`config.mk`:
```
export PLATFORM = sky130hd
export DESIGN_NAME = pc_sequencer_flat
export DESIGN_NICKNAME = d
export VERILOG_FILES = /design/src/rtl/pc_sequencer_if.sv /design/src/rtl/pc_sequencer.sv /design/src/flat_wrapper.sv
export SDC_FILE = /design/constraint.sdc
export NUM_CORES = 1
export LEC_CHECK = 0
export CAP_MARGIN = 20
export CORE_MARGIN = 1.5
export CORE_UTILIZATION = 65
export CTS_CLUSTER_SIZE = 40
export DETAILED_ROUTE_END_ITERATION = 8
export DONT_BUFFER_PORTS = 1
export HOLD_SLACK_MARGIN = 0.12
export PLACE_DENSITY = 0.86
export SYNTH_ARGS = -nofsm -noshare
export SYNTH_HDL_FRONTEND = slang
export SYNTH_SLANG_ARGS = --single-unit
```
`constraint.sdc`:
```
create_clock -name CLK -period 5.7 [get_ports CLK]
set_clock_uncertainty 0.1 [all_clocks]
set_input_delay 0.57 -clock CLK [delete_from_list [all_inputs] [get_ports CLK]]
set_output_delay 0.57 -clock CLK [all_outputs]
set_load 0.01 [all_outputs]
```
`src/rtl/pc_sequencer_if.sv`:
```
// rtl/pc_sequencer_if.sv - control/status bundle between the PC sequencer and its neighbours
interface pc_sequencer_if #(
  parameter int XLEN   = 32,
  parameter int IMM_W  = 16,
  parameter int ADDR_W = 26
) ();
  logic              Stall;
  logic              Resume;
  logic [2:0]        PCSrc;
  logic [IMM_W-1:0]  Immediate;
  logic [ADDR_W-1:0] Address;
  logic [XLEN-1:0]   RegTarget;
  logic [XLEN-1:0]   pc;
  logic [XLEN-1:0]   NewPC;
  logic              Halted;
  logic              RasEmpty;
  logic              RasFull;
  logic              RasOverflow;
  logic              RasUnderflow;

  modport master (
    output Stall, Resume, PCSrc, Immediate, Address, RegTarget,
    input  pc, NewPC, Halted, RasEmpty, RasFull, RasOverflow, RasUnderflow
  );

  modport slave (
    input  Stall, Resume, PCSrc, Immediate, Address, RegTarget,
    output pc, NewPC, Halted, RasEmpty, RasFull, RasOverflow, RasUnderflow
  );
endinterface

```
`src/rtl/pc_sequencer.sv`:
```
// rtl/pc_sequencer.sv - program counter with branch/jump/call/return, stall hold and halt/resume
module pc_sequencer #(
  parameter int              XLEN         = 32,
  parameter int              IMM_W        = 16,
  parameter int              ADDR_W       = 26,
  parameter int              RAS_DEPTH    = 4,
  parameter logic [XLEN-1:0] RESET_VECTOR = '0
) (
  input  logic             CLK,
  input  logic             Reset,
  pc_sequencer_if.slave    bus
);
  localparam int PTR_W = $clog2(RAS_DEPTH);
  localparam int CNT_W = PTR_W + 1;

  localparam logic [2:0] SRC_NEXT = 3'b000;
  localparam logic [2:0] SRC_REL  = 3'b001;
  localparam logic [2:0] SRC_ABS  = 3'b010;
  localparam logic [2:0] SRC_HALT = 3'b011;
  localparam logic [2:0] SRC_CALL = 3'b100;
  localparam logic [2:0] SRC_RET  = 3'b101;
  localparam logic [2:0] SRC_REG  = 3'b110;

  typedef enum logic {RUN = 1'b0, HALTED = 1'b1} state_t;

  state_t            state, next_state;
  logic [XLEN-1:0]   pc_q;
  logic [XLEN-1:0]   new_pc;
  logic              push, pop;
  logic [PTR_W-1:0]  ras_top_q;
  logic [CNT_W-1:0]  ras_count_q;
  logic [XLEN-1:0]   ras_mem [RAS_DEPTH];
  logic              overflow_q, underflow_q;

  logic [XLEN-1:0]   pc_plus4;
  logic [XLEN-1:0]   rel_target;
  logic [XLEN-1:0]   abs_target;
  logic [PTR_W-1:0]  push_slot;
  logic              ras_empty, ras_full;

  assign pc_plus4   = pc_q + XLEN'(4);
  assign rel_target = pc_plus4 + ({{(XLEN-IMM_W){bus.Immediate[IMM_W-1]}}, bus.Immediate} << 2);
  assign abs_target = {pc_q[XLEN-1:ADDR_W+2], bus.Address, 2'b00};
  assign push_slot  = ras_top_q + PTR_W'(1);
  assign ras_empty  = (ras_count_q == '0);
  assign ras_full   = (ras_count_q == CNT_W'(RAS_DEPTH));

  always_ff @(posedge CLK or negedge Reset) begin
    if (!Reset) state <= RUN;
    else        state <= next_state;
  end

  always_comb begin
    next_state = state;
    if (!bus.Stall) begin
      if (state == RUN && bus.PCSrc == SRC_HALT) next_state = HALTED;
      else if (state == HALTED && bus.Resume)    next_state = RUN;
    end
  end

  // Stall is applied last so it overrides both Resume and any PCSrc redirect.
  always_comb begin
    new_pc = pc_q;
    push   = 1'b0;
    pop    = 1'b0;
    if (state == HALTED) begin
      if (bus.Resume) new_pc = pc_plus4;
    end else begin
      case (bus.PCSrc)
        SRC_REL:  new_pc = rel_target;
        SRC_ABS:  new_pc = abs_target;
        SRC_HALT: new_pc = pc_q;
        SRC_CALL: begin
          new_pc = abs_target;
          push   = 1'b1;
        end
        SRC_RET: begin
          new_pc = ras_empty ? bus.RegTarget : ras_mem[ras_top_q];
          pop    = 1'b1;
        end
        SRC_REG:  new_pc = bus.RegTarget;
        default:  new_pc = pc_plus4;
      endcase
    end
    if (bus.Stall) begin
      new_pc = pc_q;
      push   = 1'b0;
      pop    = 1'b0;
    end
  end

  always_ff @(posedge CLK or negedge Reset) begin
    if (!Reset) pc_q <= RESET_VECTOR;
    else        pc_q <= new_pc;
  end

  // A push while full simply advances the ring, overwriting the oldest entry.
  always_ff @(posedge CLK or negedge Reset) begin
    if (!Reset) begin
      ras_top_q   <= '0;
      ras_count_q <= '0;
      overflow_q  <= 1'b0;
      underflow_q <= 1'b0;
    end else if (push) begin
      ras_top_q <= push_slot;
      if (ras_full) overflow_q  <= 1'b1;
      else          ras_count_q <= ras_count_q + CNT_W'(1);
    end else if (pop) begin
      if (ras_empty) begin
        underflow_q <= 1'b1;
      end else begin
        ras_top_q   <= ras_top_q - PTR_W'(1);
        ras_count_q <= ras_count_q - CNT_W'(1);
      end
    end
  end

  always_ff @(posedge CLK) begin
    if (push) ras_mem[push_slot] <= pc_plus4;
  end

  assign bus.pc           = pc_q;
  assign bus.NewPC        = new_pc;
  assign bus.Halted       = (state == HALTED);
  assign bus.RasEmpty     = ras_empty;
  assign bus.RasFull      = ras_full;
  assign bus.RasOverflow  = overflow_q;
  assign bus.RasUnderflow = underflow_q;
endmodule
```
`src/flat_wrapper.sv`:
```
// flat-port wrapper written by rule: the top's interface ports become plain ports
module pc_sequencer_flat 
#(
  parameter int              XLEN         = 32,
  parameter int              IMM_W        = 16,
  parameter int              ADDR_W       = 26,
  parameter int              RAS_DEPTH    = 4,
  parameter logic [XLEN-1:0] RESET_VECTOR = '0
)
  (CLK, Reset, bus_Stall, bus_Resume, bus_PCSrc, bus_Immediate, bus_Address, bus_RegTarget, bus_pc, bus_NewPC, bus_Halted, bus_RasEmpty, bus_RasFull, bus_RasOverflow, bus_RasUnderflow);
  pc_sequencer_if #(.XLEN(XLEN), .IMM_W(IMM_W), .ADDR_W(ADDR_W)) bus_i ();
  input  logic CLK;
  input  logic Reset;
  input wire logic [$bits(bus_i.Stall)-1:0] bus_Stall;
  input wire logic [$bits(bus_i.Resume)-1:0] bus_Resume;
  input wire logic [$bits(bus_i.PCSrc)-1:0] bus_PCSrc;
  input wire logic [$bits(bus_i.Immediate)-1:0] bus_Immediate;
  input wire logic [$bits(bus_i.Address)-1:0] bus_Address;
  input wire logic [$bits(bus_i.RegTarget)-1:0] bus_RegTarget;
  output wire logic [$bits(bus_i.pc)-1:0] bus_pc;
  output wire logic [$bits(bus_i.NewPC)-1:0] bus_NewPC;
  output wire logic [$bits(bus_i.Halted)-1:0] bus_Halted;
  output wire logic [$bits(bus_i.RasEmpty)-1:0] bus_RasEmpty;
  output wire logic [$bits(bus_i.RasFull)-1:0] bus_RasFull;
  output wire logic [$bits(bus_i.RasOverflow)-1:0] bus_RasOverflow;
  output wire logic [$bits(bus_i.RasUnderflow)-1:0] bus_RasUnderflow;
  assign bus_i.Stall = bus_Stall;
  assign bus_i.Resume = bus_Resume;
  assign bus_i.PCSrc = bus_PCSrc;
  assign bus_i.Immediate = bus_Immediate;
  assign bus_i.Address = bus_Address;
  assign bus_i.RegTarget = bus_RegTarget;
  assign bus_pc = bus_i.pc;
  assign bus_NewPC = bus_i.NewPC;
  assign bus_Halted = bus_i.Halted;
  assign bus_RasEmpty = bus_i.RasEmpty;
  assign bus_RasFull = bus_i.RasFull;
  assign bus_RasOverflow = bus_i.RasOverflow;
  assign bus_RasUnderflow = bus_i.RasUnderflow;
  pc_sequencer #(.XLEN(XLEN), .IMM_W(IMM_W), .ADDR_W(ADDR_W), .RAS_DEPTH(RAS_DEPTH), .RESET_VECTOR(RESET_VECTOR)) u_core (.CLK(CLK), .Reset(Reset), .bus(bus_i));
endmodule
```
### After elaboration in Yosys (flattened, before gate mapping)

Memory sizes are Yosys's and may differ from the RTL's.
Cells that the tools add are included.

| storage, ports and cells | value |
|---|---|
| bits in registers | 40 |
| memory bits (writable) | 128 |
| input port bits | 81 |
| output and inout bits | 69 |
| word-level logic and storage cells | 58 |
| memories kept | 1 |

Memory list:

| name | depth | bits a word | read ports | clocked after memory_dff | write ports | line | RTL |
|---|---|---|---|---|---|---|---|
| u_core.ras_mem | 4 | 32 | 1 | 0 | 1 | pc_sequencer.sv:32 | `logic [XLEN-1:0] ras_mem [RAS_DEPTH];` |

| cells by class | value |
|---|---|
| $add $sub $neg | 6 |
| equality and inequality tests | 9 |
| multiplexer cells | 22 |
| bitwise operators | 3 |
| reductions and logical operators | 11 |

Operators with widths:

| operator | number |
|---|---|
| case mux 32 bit (5 select lines) | 1 |
| two-way mux 32 bit | 4 |
| adder 32 x 3 -> 32 bit (second input constant) | 1 |
| adder 32 bit | 1 |
| == test 3 bit (second input constant) | 4 |
| two-way mux 3 bit | 4 |
| two-way mux 1 bit | 10 |
| == test 3 x 2 -> 1 bit (second input constant) | 2 |
| two-way mux 2 bit | 3 |
| AND reduction 2 bit | 3 |
| AND reduction 3 bit | 2 |
| nonzero test 2 bit | 2 |
| adder 3 x 1 -> 3 bit (second input constant) | 1 |
| == test 3 x 1 -> 1 bit (second input constant) | 1 |
| logical NOT 3 bit | 1 |
| inverter 1 bit | 3 |
| subtractor 3 x 1 -> 3 bit (second input constant) | 1 |
| adder 2 x 1 -> 2 bit (second input constant) | 1 |
| logical AND 1 bit | 2 |
| inequality test 2 x 1 -> 1 bit (second input constant) | 1 |
| inequality test 2 bit (second input constant) | 1 |
| OR reduction 2 bit | 1 |
| subtractor 2 x 1 -> 2 bit (second input constant) | 1 |

### Longest topological paths before layout

| depth | value |
|---|---|
| word-level depth | 6 |
| gate-level depth with buffers | 16 |
| depth with buffers taken out | 15 |

### Least setup slack after synthesis

Ideal clock, no wire load.

| timing | value |
|---|---|
| path kind | register to output |
| start | reg u_core.pc_q[10], in the netlist u_core.bus.pc[10] |
| end | out bus_NewPC[28] |
| arrival time | 3775 ps |
| data required time | 5030 ps |
| setup slack | 1255 ps |
| stages on the path, launching flop included | 16 |
| buffers on the path | 2 |
| path through | dfrtp_1 -> buf_2 -> nand3_1 -> nor4_4 -> and2_1 -> nand2_1 -> xnor2_1 -> ha_1 -> buf_2 -> a21oi_1 -> o21ai_0 -> a221o_1 -> a2111oi_2 -> o21ai_0 -> mux2_2 -> o22ai_1 |

| on the way | value |
|---|---|
| word-level cells in the longest chain between the ends | 5 |
| elaborated cells between the ends (all ways) | 6 |
| classes of those cells | add/sub (2); mux (4) |

RTL lines:

| element | line | RTL |
|---|---|---|
| start, declared | pc_sequencer.sv:27 | `logic [XLEN-1:0] pc_q;` |
| start signal, assigned | pc_sequencer.sv:94 | `else pc_q <= new_pc;` |
| adder 32 x 3 -> 32 bit | pc_sequencer.sv:41 | `assign pc_plus4 = pc_q + XLEN'(4);` |
| net u_core.pc_plus4[23] | pc_sequencer.sv:35 | `logic [XLEN-1:0] pc_plus4;` |
| adder 32 bit | pc_sequencer.sv:42 | `assign rel_target = pc_plus4 + ({{(XLEN-IMM_W){bus.Immediate[IMM_W-1]}}, bus.Immediate} << 2);` |
| case mux 32 bit (5 select lines) | pc_sequencer.sv:69 | `case (bus.PCSrc)` |
| two-way mux 32 bit | pc_sequencer.sv:66 | `if (state == HALTED) begin` |
| two-way mux 32 bit | pc_sequencer.sv:85 | `if (bus.Stall) begin` |
| end, declared | flat_wrapper.sv:21 | `output wire logic [$bits(bus_i.NewPC)-1:0] bus_NewPC;` |

The timed path passes the listed nets, and every way through them passes these cells.

### Worst setup path after layout

| timing | value |
|---|---|
| start | reg u_core.pc_q[3], in the netlist u_core.bus.pc[3] |
| end | out bus_NewPC[15] |

Same word-level chain as after synthesis.

==> metrics.md <==
| Metric | Value |
|---|---|
| Fin Hold WS | `177 ps` |
| Die width | `roughly 130 um` |
| Post-Route Utilization | `0.723` |
| Worst Tran Pin Value | `1100 ps` |
| Fmax | `0.182 GHz` |
| Top FF cell, synth | `edfxtp_1` |
| Power Density | `543 nW/um2` |
| Leak pwr | `4.31 nW` |
| Worst skew pair latency | `~450 ps` |
| All-layer global routing usage | `0.437` |
| Port Buffer Count | `0` |
| Crit path to | `bus_NewPC[15]` |
| DRC Markers | `0` |
| H-tree lvl count | `4` |
| Vias per cell | `between 7 and 8` |
| CP dominant cell by count | `ha_1` |
| Starting density of the core | `0.667` |
| Fillers | `1108` |
| CP Launch Type | `flop` |
| Part of the Yosys area used for sequential elements | `0.455` |
| Total iterations of the first detailed-routing run | `6` |
| Detail Route Antenna Nets | `0` |
| DRT iter0 DRCs | `about 1700` |
| Via Count | `9391` |
| Status | `completed` |
| Req. time, crit path | `~5000 ps` |
| Reg-to-reg startpoint | `u_core.bus.pc[3]` |
| Crit path cell chain | `ha_1 > nand2_1 > nor3_1 > and3_1 > xor2_1 > ha_1 > and4_1 > a41oi_1 > and2_1 > o21a_1 > xnor2_1 > a221oi_1 > o21ai_0` |
| Final Cycle Share | `0.962` |
| Yosys cell types | `70` |
| # setup viols final | `0` |
| FF-to-FF setup slack | `between 1000 and 1500 ps` |
| Number of global-route vias before repair | `approximately 9000` |
| Root Buffer | `clkbuf_16` |
| Total grt overflow | `0` |
| Post-DP Area | `10800 um2` |
| Placer Congestion | `0.994` |
| CTS tree | `built` |
| Core area | `approximately 16000 um2` |
| Post-Syn Instances | `1021` |
| Max-slew violation total from the final report | `0` |
| Commonest cells after routing, fill and taps aside | `128 x edfxtp_1, 115 x nand2_1, 85 x a21oi_1` |
| Hold Crit Depth | `1` |
| FF-to-FF path depth | `13` |
| Min cycle time layout | `5490 ps` |
| Register bit total from synthesis | `168` |
| Antenna violations before repair | `1` |
| Reg2Reg Capture Point | `u_core.bus.pc[15]` |
| Ys Warns | `0` |
| Slowest-stage cell, CP | `dfrtp_1` |
| Die area | `17100 um2` |
| Post-synth EDFFs | `128` |
| Syn avg cell area | `approximately 10 um2` |
| Fin area | `11500 um2` |
| Routed wire length | `approximately 36000 um` |
| Final Hold Fails | `0` |
| P&R area growth vs syn | `8.30%` |
| # rows | `46` |
| Clock-pin slew on the worst setup and hold paths | `70 ps` |
| Worst Hold Class | `primary input to flop` |
| Peak VDD IR | `0.424 mV` |
| CP max FO | `8` |
| Antenna Cells | `0` |
| Syn Nets | `between 1000 and 1500` |
| Routed len/inst | `29.3 um` |
| Die Y | `~130 um` |
| Setup crit start | `u_core.bus.pc[3]` |
| CTS Buffer Depth | `2` |
| CP arrival | `slightly below 5000 ps` |
| Wire length of the first global-routing pass | `between 50000 and 60000 um` |
| CTS Sinks | `around 170` |
| Most common cell after layout, fill and taps aside | `edfxtp_1` |
| Synth Cell Area | `~11000 um2` |
| Num CTS Buffers | `17` |
| Largest net degree at the start of global routing | `66` |
| I/O Pins | `150` |
| Relative slew slack | `0.263` |
| Slowest stage delay, CP | `510 ps` |
| Setup crit end kind | `primary output` |
| Layout cell share with drive strength beyond 1 | `0.128` |
| DP HPWL | `24300 um` |
| Max-cap viol count | `0` |
| Final nets | `about 1100` |
| Hold Startpoint | `bus_PCSrc[0]` |
| Async S/R FF share, synth | `0.238` |
| Critical path class | `flop to primary output` |
-- worst max-delay path: cells and delay by family, from the launching register on --
family | cells | cell delay (ps)
AO/OA/AOI/OAI | 4 | 1190
XOR/XNOR | 2 | 690
adder cells (fa/ha/maj) | 2 | 740
flip-flops | 1 | 510
AND/OR/NAND/NOR | 5 | 1240
-- state kept, by name, indices dropped and copies added, names as in the netlist --
| signal | flops |
|---|---|
| u_core.ras_count_q | 3 |
| u_core.bus.RasUnderflow | 1 |
| u_core.bus.Halted | 1 |
| u_core.ras_mem | 128 |
| u_core.bus.pc | 32 |
| u_core.ras_top_q | 2 |
| u_core.bus.RasOverflow | 1 |
-- cell type report --
| class | count | area [um2] | area share |
|---|---|---|---|
| multi-input combinational | 764 | 5480 | 0.476 |
| sequential | 168 | 4850 | 0.421 |
| clock buffer | 20 | 467 | 0.0405 |
| tap | 216 | 270 | 0.0235 |
| timing repair buffer | 31 | 263 | 0.0228 |
| clock inverter | 12 | 115 | 0.00999 |
| inverter | 21 | 78.8 | 0.00684 |
-- how the worst min path moves through the flow --
stage / endpoint / slack, ps
4_1_cts: u_core.bus.RasUnderflow / 170
2_1_floorplan: u_core.bus.Halted / 170
3_3_place_gp: u_core.bus.pc[0] / 180
3_5_place_dp: u_core.bus.pc[0] / 180
5_1_grt: u_core.bus.RasUnderflow / 170
6_report: u_core.bus.RasUnderflow / 180
-- cell usage after synthesis, types with 26 or more instances --
library cell,number,share of area
edfxtp_1,128,0.36
nand2_1,115,0.041
a21oi_1,86,0.040
o21ai_0,78,0.037
nor2_1,62,0.022
clkbuf_1,43,0.015
dfrtp_1,40,0.094
ha_1,38,0.045
xnor2_1,35,0.029
mux4_2,32,0.068
o22ai_1,31,0.018
nand3_1,26,0.012
-- per-stage QoR --
step	setup slack (ps)	std cells	power (W)	setup TNS (ps)
after floorplan	1250	1021	0.00401	0
after CTS	130	1227	0.00603	0
after global routing	-33.7	1232	0.00651	-33.7
final	214	1232	0.00625	0
after detailed placement	673	1193	0.00485	0
after global placement	806	1193	0.00477	0
-- cell families after synthesis --
group | share of synthesized area
AOI/OAI and AO/OA | 0.199
xor gates and xnor gates | 0.0493
muxes | 0.0863
and+or+nand+nor | 0.127
buffers and inverters | 0.0341
DFF | 0.455
adders and majority gates | 0.0485
-- where the power goes --
part	total [W]	switching, W	internal [W]	leakage (nW)
Combinational	0.00309	0.00196	0.00113	2.37
Clock	0.00116	0.000522	0.000641	0.280
Sequential	0.00200	0.000379	0.00162	1.66
-- what timing repair did --
item                       4_1_cts  5_1_grt
hold buffers                     2        0
gates resized for setup          0       10
hold endpoints to repair        40        0
setup endpoints to repair        0        6
buffers inserted                 0        4
-- per-layer routing --
layer	routed length, um	GRT usage	up-vias
met1	11900	0.532	4393
met3	5770	0.189	214
met5	13	0	-
met2	16100	0.647	912
met4	2300	0.260	2
li1	-	-	3870
(Power assumes the default switching activity.)
